## config.mk

```make
export PLATFORM = sky130hd
export DESIGN_NAME = core_control_fsm
export DESIGN_NICKNAME = d
export VERILOG_FILES = /design/src/rtl/core_control_fsm.sv
export SDC_FILE = /design/constraint.sdc
export NUM_CORES = 1
export LEC_CHECK = 0
export ABC_AREA = 1
export ABC_CLOCK_PERIOD_IN_PS = 1300
export CAP_MARGIN = 5
export CORE_UTILIZATION = 30
export DETAILED_ROUTE_END_ITERATION = 7
export GPL_TIMING_DRIVEN = 0
export PLACE_DENSITY = 0.62
export SYNTH_ARGS = -nofsm -noshare
export SYNTH_HDL_FRONTEND = slang
export SYNTH_SLANG_ARGS = --single-unit
```

## constraint.sdc

```tcl
create_clock -name clk -period 1.3 [get_ports clk]
set_input_delay 0.13 -clock clk [delete_from_list [all_inputs] [get_ports clk]]
set_output_delay 0.13 -clock clk [all_outputs]
set_load 0.01 [all_outputs]
```

## src/rtl/core_control_fsm.sv

```systemverilog
// Multi-cycle core control FSM: fetch / execute / memory sequencing plus debug-module
// halt, resume, abstract-command and program-buffer handling.
module core_control_fsm #(
    parameter bit RESET_HALTED = 1'b0
) (
    input  logic       clk,
    input  logic       rst,
    input  logic [6:0] opcode,
    input  logic [2:0] f3,
    input  logic       mem_complete,
    input  logic       cond,
    input  logic       halt_req,
    input  logic       resume_req,
    input  logic       abs_req,
    input  logic       abs_write,
    input  logic       progbuf_req,
    output logic       halted,
    output logic       write_pc_ne,
    output logic       write_pc_ex,
    output logic       write_pc,
    output logic       write_ir,
    output logic       write_rd,
    output logic       write_csr,
    output logic       mem_read,
    output logic       mem_write,
    output logic       addr_sel,
    output logic       abstract_write,
    output logic       abstract_done,
    output logic       progbuf,
    output logic [1:0] rd_sel,
    output logic [1:0] alu_insel1,
    output logic [1:0] alu_insel2
);

    localparam logic [6:0] OpOp     = 7'b0110011;
    localparam logic [6:0] OpImm    = 7'b0010011;
    localparam logic [6:0] OpLui    = 7'b0110111;
    localparam logic [6:0] OpAuipc  = 7'b0010111;
    localparam logic [6:0] OpJal    = 7'b1101111;
    localparam logic [6:0] OpJalr   = 7'b1100111;
    localparam logic [6:0] OpBranch = 7'b1100011;
    localparam logic [6:0] OpLoad   = 7'b0000011;
    localparam logic [6:0] OpStore  = 7'b0100011;
    localparam logic [6:0] OpMisc   = 7'b0001111;
    localparam logic [6:0] OpSystem = 7'b1110011;

    localparam logic       AddrAlu = 1'b0;
    localparam logic       AddrPc  = 1'b1;
    localparam logic [1:0] RdAlu   = 2'b00;
    localparam logic [1:0] RdMem   = 2'b01;
    localparam logic [1:0] RdCsr   = 2'b10;
    localparam logic [1:0] In1Rs   = 2'b00;
    localparam logic [1:0] In1Pc   = 2'b01;
    localparam logic [1:0] In1Zr   = 2'b10;
    localparam logic [1:0] In2Rs   = 2'b00;
    localparam logic [1:0] In2Im   = 2'b01;
    localparam logic [1:0] In2Is   = 2'b10;

    typedef enum logic [2:0] {
        StFetch,
        StExec,
        StMem,
        StHalted,
        StAbstract
    } state_e;

    state_e state_q, state_d;
    state_e fetch_entry;
    logic   pb_q, pb_d;

    always_ff @(posedge clk) begin
        if (rst) begin
            state_q <= RESET_HALTED ? StHalted : StFetch;
            pb_q    <= 1'b0;
        end else begin
            state_q <= state_d;
            pb_q    <= pb_d;
        end
    end

    always_comb begin
        state_d        = state_q;
        pb_d           = pb_q;
        // halt_req is only honoured at instruction boundaries, and not inside a progbuf run
        fetch_entry    = (halt_req && !pb_q) ? StHalted : StFetch;
        halted         = 1'b0;
        write_pc_ne    = 1'b0;
        write_pc_ex    = 1'b0;
        write_ir       = 1'b0;
        write_rd       = 1'b0;
        write_csr      = 1'b0;
        mem_read       = 1'b0;
        mem_write      = 1'b0;
        addr_sel       = AddrAlu;
        abstract_write = 1'b0;
        abstract_done  = 1'b0;
        progbuf        = pb_q;
        rd_sel         = RdAlu;
        alu_insel1     = In1Rs;
        alu_insel2     = In2Rs;

        case (state_q)
            StFetch: begin
                addr_sel = AddrPc;
                mem_read = 1'b1;
                if (mem_complete) begin
                    write_ir = 1'b1;
                    state_d  = StExec;
                end
            end
            StExec: begin
                state_d = fetch_entry;
                case (opcode)
                    OpOp: begin
                        write_rd    = 1'b1;
                        write_pc_ne = 1'b1;
                    end
                    OpImm: begin
                        alu_insel2  = (f3 == 3'b001 || f3 == 3'b101) ? In2Is : In2Im;
                        write_rd    = 1'b1;
                        write_pc_ne = 1'b1;
                    end
                    OpLui, OpAuipc: begin
                        alu_insel1  = (opcode == OpLui) ? In1Zr : In1Pc;
                        alu_insel2  = In2Im;
                        write_rd    = 1'b1;
                        write_pc_ne = 1'b1;
                    end
                    OpJal, OpJalr: begin
                        alu_insel1  = (opcode == OpJal) ? In1Pc : In1Rs;
                        alu_insel2  = In2Im;
                        write_rd    = 1'b1;
                        write_pc_ex = 1'b1;
                    end
                    OpBranch: begin
                        alu_insel1  = In1Pc;
                        alu_insel2  = In2Im;
                        write_pc_ex = cond;
                        write_pc_ne = !cond;
                    end
                    OpLoad, OpStore: state_d = StMem;
                    OpMisc:          write_pc_ne = 1'b1;
                    OpSystem: begin
                        if (f3 != 3'b000) begin
                            write_csr   = 1'b1;
                            write_rd    = 1'b1;
                            rd_sel      = RdCsr;
                            alu_insel1  = f3[2] ? In1Zr : In1Rs;
                            alu_insel2  = In2Im;
                            write_pc_ne = 1'b1;
                        end else begin
                            state_d       = StHalted;
                            abstract_done = pb_q;
                            pb_d          = 1'b0;
                        end
                    end
                    default: begin
                        state_d       = StHalted;
                        abstract_done = pb_q;
                        pb_d          = 1'b0;
                    end
                endcase
            end
            StMem: begin
                alu_insel2 = In2Im;
                addr_sel   = AddrAlu;
                mem_write  = (opcode == OpStore);
                mem_read   = (opcode != OpStore);
                if (mem_complete) begin
                    write_pc_ne = 1'b1;
                    if (opcode != OpStore) begin
                        write_rd = 1'b1;
                        rd_sel   = RdMem;
                    end
                    state_d = fetch_entry;
                end
            end
            StHalted: begin
                halted = 1'b1;
                if (resume_req) begin
                    state_d = StFetch;
                end else if (abs_req) begin
                    state_d = StAbstract;
                end else if (progbuf_req) begin
                    state_d = StFetch;
                    pb_d    = 1'b1;
                end
            end
            StAbstract: begin
                halted         = 1'b1;
                abstract_write = abs_write;
                abstract_done  = 1'b1;
                state_d        = StHalted;
            end
            default: state_d = StFetch;
        endcase

        if (rst) begin
            halted         = 1'b0;
            write_pc_ne    = 1'b0;
            write_pc_ex    = 1'b0;
            write_ir       = 1'b0;
            write_rd       = 1'b0;
            write_csr      = 1'b0;
            mem_read       = 1'b0;
            mem_write      = 1'b0;
            addr_sel       = 1'b0;
            abstract_write = 1'b0;
            abstract_done  = 1'b0;
            progbuf        = 1'b0;
            rd_sel         = 2'b00;
            alu_insel1     = 2'b00;
            alu_insel2     = 2'b00;
        end
    end

    assign write_pc = write_pc_ne | write_pc_ex;

endmodule

```

==> results of run 1 <==
-- registers in the layout, indices dropped and copies added, names as in the netlist --
signal	flops
state_q	3
pb_q	1
-- cell families after synthesis --
kind of cell           share of synthesized area, %
and+or+nand+nor                                53.9
buffers and inverters                          14.4
AOI/OAI and AO/OA                              20.9
DFF                                            10.8
-- area by class of cell --
cell class / count / area (um2) / area share, %
multi-input combinational: 103 / 737 / 49.7
timing repair buffer: 64 / 479 / 32.3
inverter: 27 / 111 / 7.52
sequential: 4 / 88.8 / 6.00
tap: 28 / 35.0 / 2.36
clock buffer: 3 / 22.5 / 1.52
buffer: 1 / 7.51 / 0.507
-- placed cells by master, fill, tap and decap left out, types with 3 or more instances in the layout --
cell and count:
sky130_fd_sc_hd__a21oi_1 5, sky130_fd_sc_hd__a21oi_2 4, sky130_fd_sc_hd__buf_2 18, sky130_fd_sc_hd__buf_4 24, sky130_fd_sc_hd__buf_6 4, sky130_fd_sc_hd__clkbuf_2 4, sky130_fd_sc_hd__clkbuf_4 3, sky130_fd_sc_hd__clkdlybuf4s15_2 4
sky130_fd_sc_hd__clkdlybuf4s50_1 8, sky130_fd_sc_hd__dlygate4sd2_1 3, sky130_fd_sc_hd__inv_1 12, sky130_fd_sc_hd__inv_2 11, sky130_fd_sc_hd__inv_4 4, sky130_fd_sc_hd__nand2_1 15, sky130_fd_sc_hd__nand2_2 11, sky130_fd_sc_hd__nand2_4 3
sky130_fd_sc_hd__nand3_1 4, sky130_fd_sc_hd__nand3_2 6, sky130_fd_sc_hd__nor2_1 15, sky130_fd_sc_hd__nor2_2 9, sky130_fd_sc_hd__nor2_4 5, sky130_fd_sc_hd__nor3_4 3, sky130_fd_sc_hd__o21ai_2 3
-- what timing repair did --
item | CTS | global route
setup buffers | 20 | 9
setup endpoints to repair | 22 | 22
pin swaps | 23 | 12
resized for setup | 125 | 34
-- per-layer routing --
layer,global-route usage [%],up-vias,share of wire (%)
met2,42.4,30,58
met5,0,-,0
li1,-,578,-
met3,3.22,9,3.6
met1,20.6,530,36
met4,15.8,0,2.5
-- Yosys cell counts (2+ instances only) --
library cell              instances  area [um2]
sky130_fd_sc_hd__nand2_2          3        18.8
sky130_fd_sc_hd__nor2_1          26        97.6
sky130_fd_sc_hd__inv_2           13        48.8
sky130_fd_sc_hd__nand3_1          7        35.0
sky130_fd_sc_hd__nor2_2           3        18.8
sky130_fd_sc_hd__a21oi_1          7        35.0
sky130_fd_sc_hd__o21ai_0          2        10.0
sky130_fd_sc_hd__nor3_2           2        20.0
sky130_fd_sc_hd__nand4_1          2        12.5
sky130_fd_sc_hd__a21oi_2          3        26.3
sky130_fd_sc_hd__nor3_1           4        20.0
sky130_fd_sc_hd__o21ai_1          3        15.0
sky130_fd_sc_hd__nand3_2          5        50.1
sky130_fd_sc_hd__inv_1           14        52.6
sky130_fd_sc_hd__dfxtp_1          4        80.1
sky130_fd_sc_hd__nand2_1         26        97.6
-- stage by stage --
stage	util (%)	instance area, um2	hold WS [ns]
2_1_floorplan	-	752	0.208
3_3_place_gp	50.9	1160	0.517
3_5_place_dp	50.9	1160	0.530
4_1_cts	60.6	1380	0.453
5_1_grt	65.1	1480	0.457
6_report	65.1	1480	0.462
-- report_power, final --
| group | internal [W] | leakage, nW | switching (W) | total [W] |
|---|---|---|---|---|
| Clock | 0.000104 | 0.0138 | 0.0000543 | 0.000158 |
| Sequential | 0.000132 | 0.0344 | 0.0000162 | 0.000148 |
| Combinational | 0.000183 | 0.662 | 0.000205 | 0.000388 |
| Total | 0.000418 | 0.710 | 0.000275 | 0.000694 |
-- path summary, 6_finish.rpt --
path,startpoint,endpoint,depth (start not counted)
min reg2reg,pb_q,pb_q,2
min,resume_req,state_q[2],2
max,state_q[0],abstract_done,6
max reg2reg,state_q[0],state_q[0],9
-- worst max-delay path, delay by kind of cell (launching register included) --
family          cells  cell delay [ns]
compound gates      1             0.22
buf+inv             3             0.39
flops               1             0.38
simple gates        2             0.28
==> run summary, run 1 <==
RUN STATUS
---------------------------------------------------------------------------------
Outcome ............................................................ finished with violations
Violations in the final reports .................................... negative setup slack

YOSYS
---------------------------------------------------------------------------------
Top_reg_cell synth ................................................. sky130_fd_sc_hd__dfxtp_1
Post-synth EDFFs ...................................................            0
Number of storage elements in the synthesis netlist ................            4
Number of distinct library cells after synthesis ...................           27
Async set-reset flop share out of synthesis ........................           0%
Proportion of synthesized chip area in sequential cells ............        10.8%
Avg Cell Area, Syn .................................................     5.49 um2
Post-synthesis net count ...........................................          154
Cell Area, Synth ...................................................      741 um2
Total number of yosys warnings .....................................            0
Instance count of the mapped netlist ...............................          135

GLOBAL ROUTING
---------------------------------------------------------------------------------
Global route total overflow ........................................            0
Wire length of the first global-routing pass .......................      4290 um
Initial antenna violation count ....................................            0
Total routing usage reported by global routing .....................        21.9%
Maximum number of pins on one net before global-route repair .......           11
Number of global-route vias before repair ..........................         1079

CLOCK TREE
---------------------------------------------------------------------------------
Maximum root-to-sink buffer count ..................................            2
Clock latency of the later-clocked register in the worst-skew pair .      0.24 ns
Number of clock sinks ..............................................            4
H-Tree Level Count .................................................            1
Clock tree from TritonCTS ..........................................          yes
Number of buffers created by CTS ...................................            3
Root Buffer Master ................................................. sky130_fd_sc_hd__clkbuf_4
Cts hold-fix bufs ..................................................            0
Clk pin slew, worst setup/hold paths ...............................      0.04 ns

FINISH
---------------------------------------------------------------------------------
Number of filler cells placed in the layout ........................          210
Number of inserted diodes ..........................................            0
Fin cells ..........................................................          230
Fraction of layout instances using a drive strength above 1 ........        63.4%
Layout area overhead ...............................................         100%
Post-layout net count ..............................................          223

STA
---------------------------------------------------------------------------------
Setup violation total in the final timing report ...................           20
Accumulated negative setup slack ...................................     -3.11 ns
Min cycle time layout ..............................................      1.63 ns
Fin. max-slew vios .................................................            0
Final number of hold-violating endpoints ...........................            0
Relative slew margins ..............................................        77.9%
Unrepaired setup endpoints after global routing ....................         true
Worst Setup Slack, final ...........................................    -0.327 ns
Worst clock skew on the final layout ...............................   0.00806 ns
Pin slew with the least headroom to its limit ......................     0.329 ns
Maximum clock rate .................................................      615 MHz
Period utilization .................................................         125%

DIE
---------------------------------------------------------------------------------
Die area ...........................................................     2670 um2
Number of rows created at floorplan ................................           17
Overall die height .................................................      51.7 um
Core region area ...................................................     2280 um2
Width of the die ...................................................      51.7 um
I/O pin total ......................................................           38
Initial core utilization ...........................................        32.5%

PLACE
---------------------------------------------------------------------------------
Cell count after placement .........................................          200
Input/output buffers ...............................................           37
Half-perimeter wire length after placement .........................      1780 um
Gpl congestion .....................................................        0.794
Setup slack after placement ........................................    -0.923 ns

POWER AND IR DROP
---------------------------------------------------------------------------------
Power Density ......................................................   468 nW/um2
Leakage ............................................................     0.710 nW
PnR Total Power ....................................................   0.000694 W
Worst ir drop on vdd ...............................................       471 uV

WORST SETUP PATH
---------------------------------------------------------------------------------
Kind of start point of the critical path ...........................         flop
Critical-path top delay cell ....................................... sky130_fd_sc_hd__dfxtp_4
Data required time at the worst endpoint ...........................      1.17 ns
Category of the critical setup timing path .........................   reg -> out
Highest cell delay on the worst timing path ........................      0.38 ns
Chain of cells forming the critical path ........................... inv_4 -> nor3_4 -> buf_6 -> nand2_4 -> o41ai_2 -> buf_2
Kind of end point of the critical path .............................   output pin
Internal reg-to-reg setup slack ....................................     -0.06 ns
Maximum net fanout on the critical path ............................            4
Crit path DAT ......................................................      1.50 ns

ROUTING
---------------------------------------------------------------------------------
Antenna violation net count after detailed routing .................            0
Overall routed net length ..........................................      2920 um
Final routed wire length divided by cell count .....................      12.7 um
Via count of the routed design .....................................         1147
DRC violation count after routing ..................................            0
Ratio of routed vias to standard cells .............................         4.99
Initial DRC Count ..................................................            7
Initial DRT Pass Iterations ........................................            4

WORST HOLD PATH
---------------------------------------------------------------------------------
Worst hold-check path type .........................................    in -> reg

JOB
---------------------------------------------------------------------------------
Number of max-capacitance violations reported ......................            0

Power figures use the tool's default switching activity.
==> run 2: changes to the inputs <==
--- a/config.mk
+++ b/config.mk
@@ -6,12 +6,12 @@
 export NUM_CORES = 1
 export LEC_CHECK = 0
 export ABC_AREA = 1
-export ABC_CLOCK_PERIOD_IN_PS = 1300
-export CAP_MARGIN = 5
+export ABC_CLOCK_PERIOD_IN_PS = 1310
+export CAP_MARGIN = 10
 export CORE_UTILIZATION = 30
 export DETAILED_ROUTE_END_ITERATION = 7
 export GPL_TIMING_DRIVEN = 0
-export PLACE_DENSITY = 0.62
+export PLACE_DENSITY = 0.65
 export SYNTH_ARGS = -nofsm -noshare
 export SYNTH_HDL_FRONTEND = slang
 export SYNTH_SLANG_ARGS = --single-unit
==> constraint.sdc (replaced) <==
create_clock -name clk -period 1.31 [get_ports clk]
set_input_delay 0.131 -clock clk [delete_from_list [all_inputs] [get_ports clk]]
set_output_delay 0.131 -clock clk [all_outputs]
set_load 0.01 [all_outputs]
==> run summary, run 2 (same netlist as run 1, synthesis figures left out) <==
RUN STATUS
---------------------------------------------------------------------------------
Outcome ............................................................ finished with violations
Violations in the final reports .................................... negative setup slack

DIE
---------------------------------------------------------------------------------
Core region area ...................................................     2280 um2   unchanged
Number of rows created at floorplan ................................           17   unchanged
I/O pin total ......................................................           38   unchanged
Overall die height .................................................      51.7 um   unchanged
Die area ...........................................................     2670 um2   unchanged
Initial core utilization ...........................................        32.5%   unchanged
Width of the die ...................................................      51.7 um   unchanged

GLOBAL ROUTING
---------------------------------------------------------------------------------
Wire length of the first global-routing pass .......................      4520 um   +5.3%
Number of global-route vias before repair ..........................         1098   +1.8%
Initial antenna violation count ....................................            0   unchanged
Total routing usage reported by global routing .....................        22.9%   +0.94 points
Global route total overflow ........................................            0   unchanged
Maximum number of pins on one net before global-route repair .......           11   unchanged

STA
---------------------------------------------------------------------------------
Min cycle time layout ..............................................      1.59 ns
Worst clock skew on the final layout ...............................   0.00523 ns   -0.00283 ns
Fin. max-slew vios .................................................            0   unchanged
Accumulated negative setup slack ...................................     -3.38 ns   -0.275 ns
Worst Setup Slack, final ...........................................    -0.282 ns   +0.0452 ns
Relative slew margins ..............................................        81.7%   +3.7 points
Final-layout worst hold slack ......................................     0.470 ns   +0.00758 ns
Final number of hold-violating endpoints ...........................            0   unchanged
Pin slew with the least headroom to its limit ......................     0.274 ns   -0.0549 ns
Setup violation total in the final timing report ...................           19   -5.0%
Maximum clock rate .................................................      628 MHz
Period utilization .................................................         122%
Unrepaired setup endpoints after global routing ....................         true

FINISH
---------------------------------------------------------------------------------
Number of inserted diodes ..........................................            0   unchanged
Register ranked first by flip-flop count ...........................      state_q
Flip-flop count of the largest register after layout ...............            3   unchanged
Fraction of layout instances using a drive strength above 1 ........        64.2%   +0.85 points
Post-layout net count ..............................................          225   +0.90%
Fin cells ..........................................................          232   +0.87%
Post-Layout Inst Area ..............................................     1510 um2   +1.6%
Most common library cell in the layout ignoring fill and taps ...... sky130_fd_sc_hd__buf_2
Leading cell types in the layout, fill and taps excluded ........... 23 x sky130_fd_sc_hd__buf_2, 22 x sky130_fd_sc_hd__buf_4, 16 x sky130_fd_sc_hd__nor2_1
Layout area overhead ...............................................         103%
Registers with the highest flip-flop counts ........................ state_q x3, pb_q x1

CLOCK TREE
---------------------------------------------------------------------------------
Root Buffer Master ................................................. sky130_fd_sc_hd__clkbuf_4
Clock tree from TritonCTS ..........................................          yes
Clock latency of the later-clocked register in the worst-skew pair .      0.24 ns   about the same
H-Tree Level Count .................................................            1   unchanged
Cts hold-fix bufs ..................................................            0   unchanged
Number of buffers created by CTS ...................................            3   unchanged
Clk pin slew, worst setup/hold paths ...............................      0.04 ns   about the same
Number of clock sinks ..............................................            4   unchanged
Maximum root-to-sink buffer count ..................................            2   unchanged

POWER AND IR DROP
---------------------------------------------------------------------------------
Worst ir drop on vdd ...............................................       675 uV   +43%
Leakage ............................................................     0.744 nW   +4.8%
Power Density ......................................................   496 nW/um2   +5.9%

ROUTING
---------------------------------------------------------------------------------
DRC violation count after routing ..................................            0   unchanged
Final routed wire length divided by cell count .....................      14.5 um   +14%
Initial DRC Count ..................................................           27   +20
Overall routed net length ..........................................      3360 um   +15%
Initial DRT Pass Iterations ........................................            5   +1
Antenna violation net count after detailed routing .................            0   unchanged
Ratio of routed vias to standard cells .............................         5.24   +5.1%
Via count of the routed design .....................................         1216   +6.0%

WORST SETUP PATH
---------------------------------------------------------------------------------
Kind of end point of the critical path .............................   output pin
Data required time at the worst endpoint ...........................      1.18 ns   about the same
Crit path DAT ......................................................      1.46 ns   -0.04 ns
Maximum net fanout on the critical path ............................            4   unchanged
Kind of start point of the critical path ...........................         flop
Category of the critical setup timing path .........................   reg -> out

PLACE
---------------------------------------------------------------------------------
Input/output buffers ...............................................           37   unchanged
Cell Area, Placed ..................................................     1160 um2   unchanged
Cell count after placement .........................................          200   unchanged
Gpl congestion .....................................................        0.886   +12%
Half-perimeter wire length after placement .........................      1900 um   +7.0%

WORST HOLD PATH
---------------------------------------------------------------------------------
Worst hold-check path type .........................................    in -> reg

JOB
---------------------------------------------------------------------------------
Number of max-capacitance violations reported ......................            0   unchanged

-- run 2: changes by cell type in the layout (fill, tap and decap cells not counted), sizes merged --
| cell | before | now |
|---|---|---|
| clkbuf | 7 | 5 |
| dlygate4sd2 | 3 | 1 |
| buf | 46 | 54 |
| clkdlybuf4s15 | 4 | 2 |
-- run 2: power by group --
part	leakage, nW	switching [W]	total [W]	internal [W]
registers	0.0344	0.0000149	0.000146	0.000131
clock network	0.0138	0.0000555	0.000158	0.000103
logic	0.696	0.000227	0.000442	0.000215
total	0.744	0.000298	0.000746	0.000449
-- run 2: path summary, 6_finish.rpt --
kind | startpoint | endpoint | slack, ns | cells past startpoint
setup / recovery | state_q[0] | alu_insel2[1] | -0.28 | 6
hold / removal | resume_req | state_q[2] | 0.47 | 2
setup reg to reg | state_q[1] | state_q[1] | -0.10 | 10
hold reg to reg | pb_q | pb_q | 0.54 | 2
-- run 2: what timing repair did --
item	CTS	global route
pin swaps	30	8
cloned	0	0
endpoints found under the setup margin	22	21
gates resized for setup	151	23
buffers inserted	22	7
-- run 2: layout make-up --
class / count / area, um2
inverter: 27 / 116
timing repair buffer: 66 / 507
buffer: 1 / 7.51
tap: 28 / 35.0
sequential: 4 / 88.8
clock buffer: 3 / 22.5
multi-input combinational: 103 / 728
fill: 194 / 771
-- run 2: critical path: stages, from the launching register on --
cell	delay, ns
sky130_fd_sc_hd__dfxtp_4	0.37
sky130_fd_sc_hd__inv_4	0.05
sky130_fd_sc_hd__nor3_4	0.23
sky130_fd_sc_hd__nand2_4	0.12
sky130_fd_sc_hd__buf_4	0.15
sky130_fd_sc_hd__nor4_2	0.13
sky130_fd_sc_hd__buf_2	0.17
-- run 2: stage by stage --
stage	utilization, %	setup slack (ns)	total power (W)
global placement	50.9	-0.919	0.000411
global route	66.1	-0.359	0.000795
CTS	60.1	-0.280	0.000667
finish	66.1	-0.282	0.000746
floorplan	-	0.0213	0.000290
detailed placement	50.9	-0.966	0.000416
-- run 2: routing by layer --
| layer | vias to the layer above | wire, um | global-route usage, % |
|---|---|---|---|
| li1 | 576 | - | - |
| met1 | 572 | 1160 | 23.0 |
| met2 | 54 | 1870 | 45.5 |
| met3 | 14 | 157 | 1.75 |
| met4 | 0 | 164 | 12.6 |
| met5 | - | 0 | 0 |
==> run 3: changes to the inputs <==
--- a/config.mk
+++ b/config.mk
@@ -8,10 +8,12 @@
 export ABC_AREA = 1
 export ABC_CLOCK_PERIOD_IN_PS = 1310
 export CAP_MARGIN = 10
-export CORE_UTILIZATION = 30
+export CORE_MARGIN = 5
+export CORE_UTILIZATION = 35
 export DETAILED_ROUTE_END_ITERATION = 7
 export GPL_TIMING_DRIVEN = 0
-export PLACE_DENSITY = 0.65
+export PLACE_DENSITY = 0.74
+export SKIP_LAST_GASP = 1
 export SYNTH_ARGS = -nofsm -noshare
 export SYNTH_HDL_FRONTEND = slang
 export SYNTH_SLANG_ARGS = --single-unit
==> run summary, run 3 (same netlist as run 1, synthesis figures left out) <==
STA
---------------------------------------------------------------------------------
Pin slew with the least headroom to its limit ......................     0.365 ns   +0.0910 ns
Relative slew margins ..............................................        75.5%   -6.2 points
Maximum clock rate .................................................      609 MHz   -3.0%
Final number of hold-violating endpoints ...........................            0   unchanged
Unrepaired setup endpoints after global routing ....................         true
Worst clock skew on the final layout ...............................   0.00305 ns   -0.00218 ns
Setup violation total in the final timing report ...................           18   -1
Fin. max-slew vios .................................................            0   unchanged
Min cycle time layout ..............................................      1.64 ns   +0.0492 ns
Worst Setup Slack, final ...........................................    -0.331 ns   -0.0492 ns
Period utilization .................................................         125%   +3.8 points

PLACE
---------------------------------------------------------------------------------
Gpl congestion .....................................................        0.887   +0.12%
Half-perimeter wire length after placement .........................      1990 um   +5.0%
Cell count after placement .........................................          199   -0.50%
Input/output buffers ...............................................           37   unchanged

CLOCK TREE
---------------------------------------------------------------------------------
Number of buffers created by CTS ...................................            3   unchanged
Root Buffer Master ................................................. sky130_fd_sc_hd__clkbuf_4
Maximum root-to-sink buffer count ..................................            2   unchanged
Clk pin slew, worst setup/hold paths ...............................      0.04 ns   about the same
Clock latency of the later-clocked register in the worst-skew pair .      0.24 ns   about the same
Number of clock sinks ..............................................            4   unchanged
H-Tree Level Count .................................................            1   unchanged
Cts hold-fix bufs ..................................................            0   unchanged
Clock tree from TritonCTS ..........................................          yes

WORST SETUP PATH
---------------------------------------------------------------------------------
Data required time at the worst endpoint ...........................      1.18 ns   about the same
Cell family with the largest share of critical-path delay .......... simple AND/OR/NAND/NOR gates
Cell depth of the worst setup path .................................           11   +5
Maximum net fanout on the critical path ............................            3   -1
Most frequent cell on the critical path ............................ sky130_fd_sc_hd__nand2_2
Chain of cells forming the critical path ........................... dlygate4sd2_1 -> nand2_2 -> inv_2 -> nand2_1 -> a21oi_2 -> nor2_2 -> o2111ai_4 -> nand2_2 -> o21ai_2 -> or2_1 -> buf_6
Category of the critical setup timing path .........................    in -> out
Kind of start point of the critical path ...........................    input pin
Number of buffer and inverter instances along the worst setup path .            3   unchanged
Reg2Reg Capture Point ..............................................   state_q[0]
Crit path DAT ......................................................      1.51 ns   +0.05 ns
Kind of end point of the critical path .............................   output pin
Critical-path top delay cell ....................................... sky130_fd_sc_hd__dlygate4sd2_1
Count of cells along the worst register-to-register path ...........           10   unchanged
Highest cell delay on the worst timing path ........................      0.26 ns   -0.11 ns
Reg-to-Reg Start ...................................................   state_q[0]
Internal reg-to-reg setup slack ....................................     -0.16 ns   -0.06 ns

POWER AND IR DROP
---------------------------------------------------------------------------------
Worst ir drop on vdd ...............................................       573 uV   -15%
Sequential cell fraction of total power ............................        21.6%   +2.0 points
Proportion of power drawn by the clock network .....................        22.5%   +1.3 points
Total internal power ...............................................   0.000419 W   -6.6%
Share of power burned in combinational logic .......................        55.9%   -3.3 points
Leakage ............................................................     0.667 nW   -10%
PnR Total Power ....................................................   0.000682 W   -8.6%
Power Density ......................................................   480 nW/um2   -3.2%
Switching Power ....................................................   0.000263 W   -12%
Switching share of power ...........................................        38.6%   -1.3 points

GLOBAL ROUTING
---------------------------------------------------------------------------------
Number of global-route vias before repair ..........................         1163   +5.9%
Wire length of the first global-routing pass .......................      4890 um   +8.1%
Total routing usage reported by global routing .....................        18.5%   -4.4 points
Maximum number of pins on one net before global-route repair .......           11   unchanged
Global route total overflow ........................................            0   unchanged
Initial antenna violation count ....................................            0   unchanged

ROUTING
---------------------------------------------------------------------------------
Final routed wire length divided by cell count .....................      13.0 um   -9.9%
Antenna violation net count after detailed routing .................            0   unchanged
Via count of the routed design .....................................         1098   -9.7%
DRC violation count after routing ..................................            0   unchanged
Initial DRC Count ..................................................           21   -22%
Overall routed net length ..........................................      2880 um   -14%
Ratio of routed vias to standard cells .............................         4.97   -5.2%
Initial DRT Pass Iterations ........................................            4   -1

FINISH
---------------------------------------------------------------------------------
Fraction of layout instances using a drive strength above 1 ........        55.7%   -8.5 points
Footprint of the multi-input gates .................................      699 um2   -4.0%
Layout area overhead ...............................................        91.9%
Number of inserted diodes ..........................................            0   unchanged
Registers with the highest flip-flop counts ........................ state_q x3, pb_q x1
Flip-flop count of the largest register after layout ...............            3   unchanged
Leading cell types in the layout, fill and taps excluded ........... 18 x sky130_fd_sc_hd__nand2_1, 16 x sky130_fd_sc_hd__nor2_1, 15 x sky130_fd_sc_hd__buf_4
Post-route core utilization ........................................        71.7%   +5.6 points
Storage element area ...............................................     88.8 um2   unchanged
Most common library cell in the layout ignoring fill and taps ...... sky130_fd_sc_hd__nand2_1
Fin cells ..........................................................          221   -4.7%
Register ranked first by flip-flop count ...........................      state_q
Post-layout net count ..............................................          215   -4.4%
Number of filler cells placed in the layout ........................          151   -22%

DIE
---------------------------------------------------------------------------------
I/O pin total ......................................................           38   unchanged
Initial core utilization ...........................................        37.4%   +4.8 points
Overall die height .................................................      56.0 um   +8.3%
Core region area ...................................................     1980 um2   -13%
Width of the die ...................................................      56.0 um   +8.3%
Number of rows created at floorplan ................................           16   -1
Die area ...........................................................     3140 um2   +17%

WORST HOLD PATH
---------------------------------------------------------------------------------
Source of the worst hold timing path ...............................      abs_req
Worst hold-check path type .........................................    in -> reg
Hold path depth ....................................................            3   +1
Endpoint of the worst hold path ....................................   state_q[2]

RUN STATUS
---------------------------------------------------------------------------------
Violations in the final reports .................................... negative setup slack
Outcome ............................................................ finished with violations

JOB
---------------------------------------------------------------------------------
Number of max-capacitance violations reported ......................            0   unchanged

## run 3: changes by cell type in the layout (fill, tap and decap cells not counted), sizes merged
cell / delta
clkdlybuf4s15: +7
buf: -21
clkbuf: +1
dlygate4sd2: +3
## run 3: cell type report
class | count | area share [%]
Multi-Input combinational cell | 103 | 49.2
Timing Repair Buffer | 56 | 32.2
Inverter | 27 | 7.83
Sequential cell | 4 | 6.25
Tap cell | 27 | 2.38
Clock buffer | 3 | 1.58
Buffer | 1 | 0.528
## run 3: layer usage
| layer | vias up | share of wire [%] | GRT usage (%) |
|---|---|---|---|
| met4 | 0 | 2.0 | 9.83 |
| met5 | - | 0 | 0 |
| met3 | 6 | 4.4 | 3.48 |
| li1 | 553 | - | - |
| met2 | 29 | 58 | 34.9 |
| met1 | 510 | 36 | 18.9 |
## run 3: worst max path at each step
stage                     startpoint             to  slack [ns]
final                      opcode[0]       write_pc       -0.33
after global routing       opcode[0]       write_pc       -0.41
after CTS                 state_q[0]  abstract_done       -0.28
after detailed placement   opcode[5]       write_pc       -0.95
after global placement     opcode[5]       write_pc       -0.92
after floorplan           state_q[1]       write_pc        0.02
## run 3: timing repair
item / in CTS / in global routing
gates resized for setup: 117 / 23
pin swaps: 18 / 10
endpoints found under the setup margin: 22 / 21
hold endpoints to repair: 0 / 0
buffers inserted: 14 / 5
## run 3: stage by stage
step                hold slack [ns]  setup WS, ns  cell area, um2  TNS [ns]
detailed placement            0.520        -0.953            1160    -12.55
global placement              0.512        -0.924            1160    -12.33
CTS                           0.490        -0.285            1310     -2.98
floorplan                     0.209        0.0213             752         0
global route                  0.494        -0.407            1420     -5.23
finish                        0.491        -0.331            1420     -3.66
## run 3: power by group through the flow
stage | Sequential [W] | Clock, W | Combinational, W
after global routing | 0.000148 | 0.000167 | 0.000412
after floorplan | 0.000142 | 0 | 0.000148
final | 0.000147 | 0.000153 | 0.000381
after global placement | 0.000143 | 0 | 0.000267
after detailed placement | 0.000144 | 0 | 0.000272
after CTS | 0.000145 | 0.000164 | 0.000329
## run 3: worst reg2reg max path, cell delays in order (launching register included)
cell and delay (ns):
sky130_fd_sc_hd__dfxtp_4 0.38, sky130_fd_sc_hd__inv_4 0.05, sky130_fd_sc_hd__nor3_4 0.24, sky130_fd_sc_hd__buf_6 0.15, sky130_fd_sc_hd__buf_6 0.09, sky130_fd_sc_hd__buf_6 0.08, sky130_fd_sc_hd__buf_4 0.09, sky130_fd_sc_hd__nand3_2 0.07
sky130_fd_sc_hd__nand2_2 0.06, sky130_fd_sc_hd__nand2_2 0.05, sky130_fd_sc_hd__a21oi_2 0.13
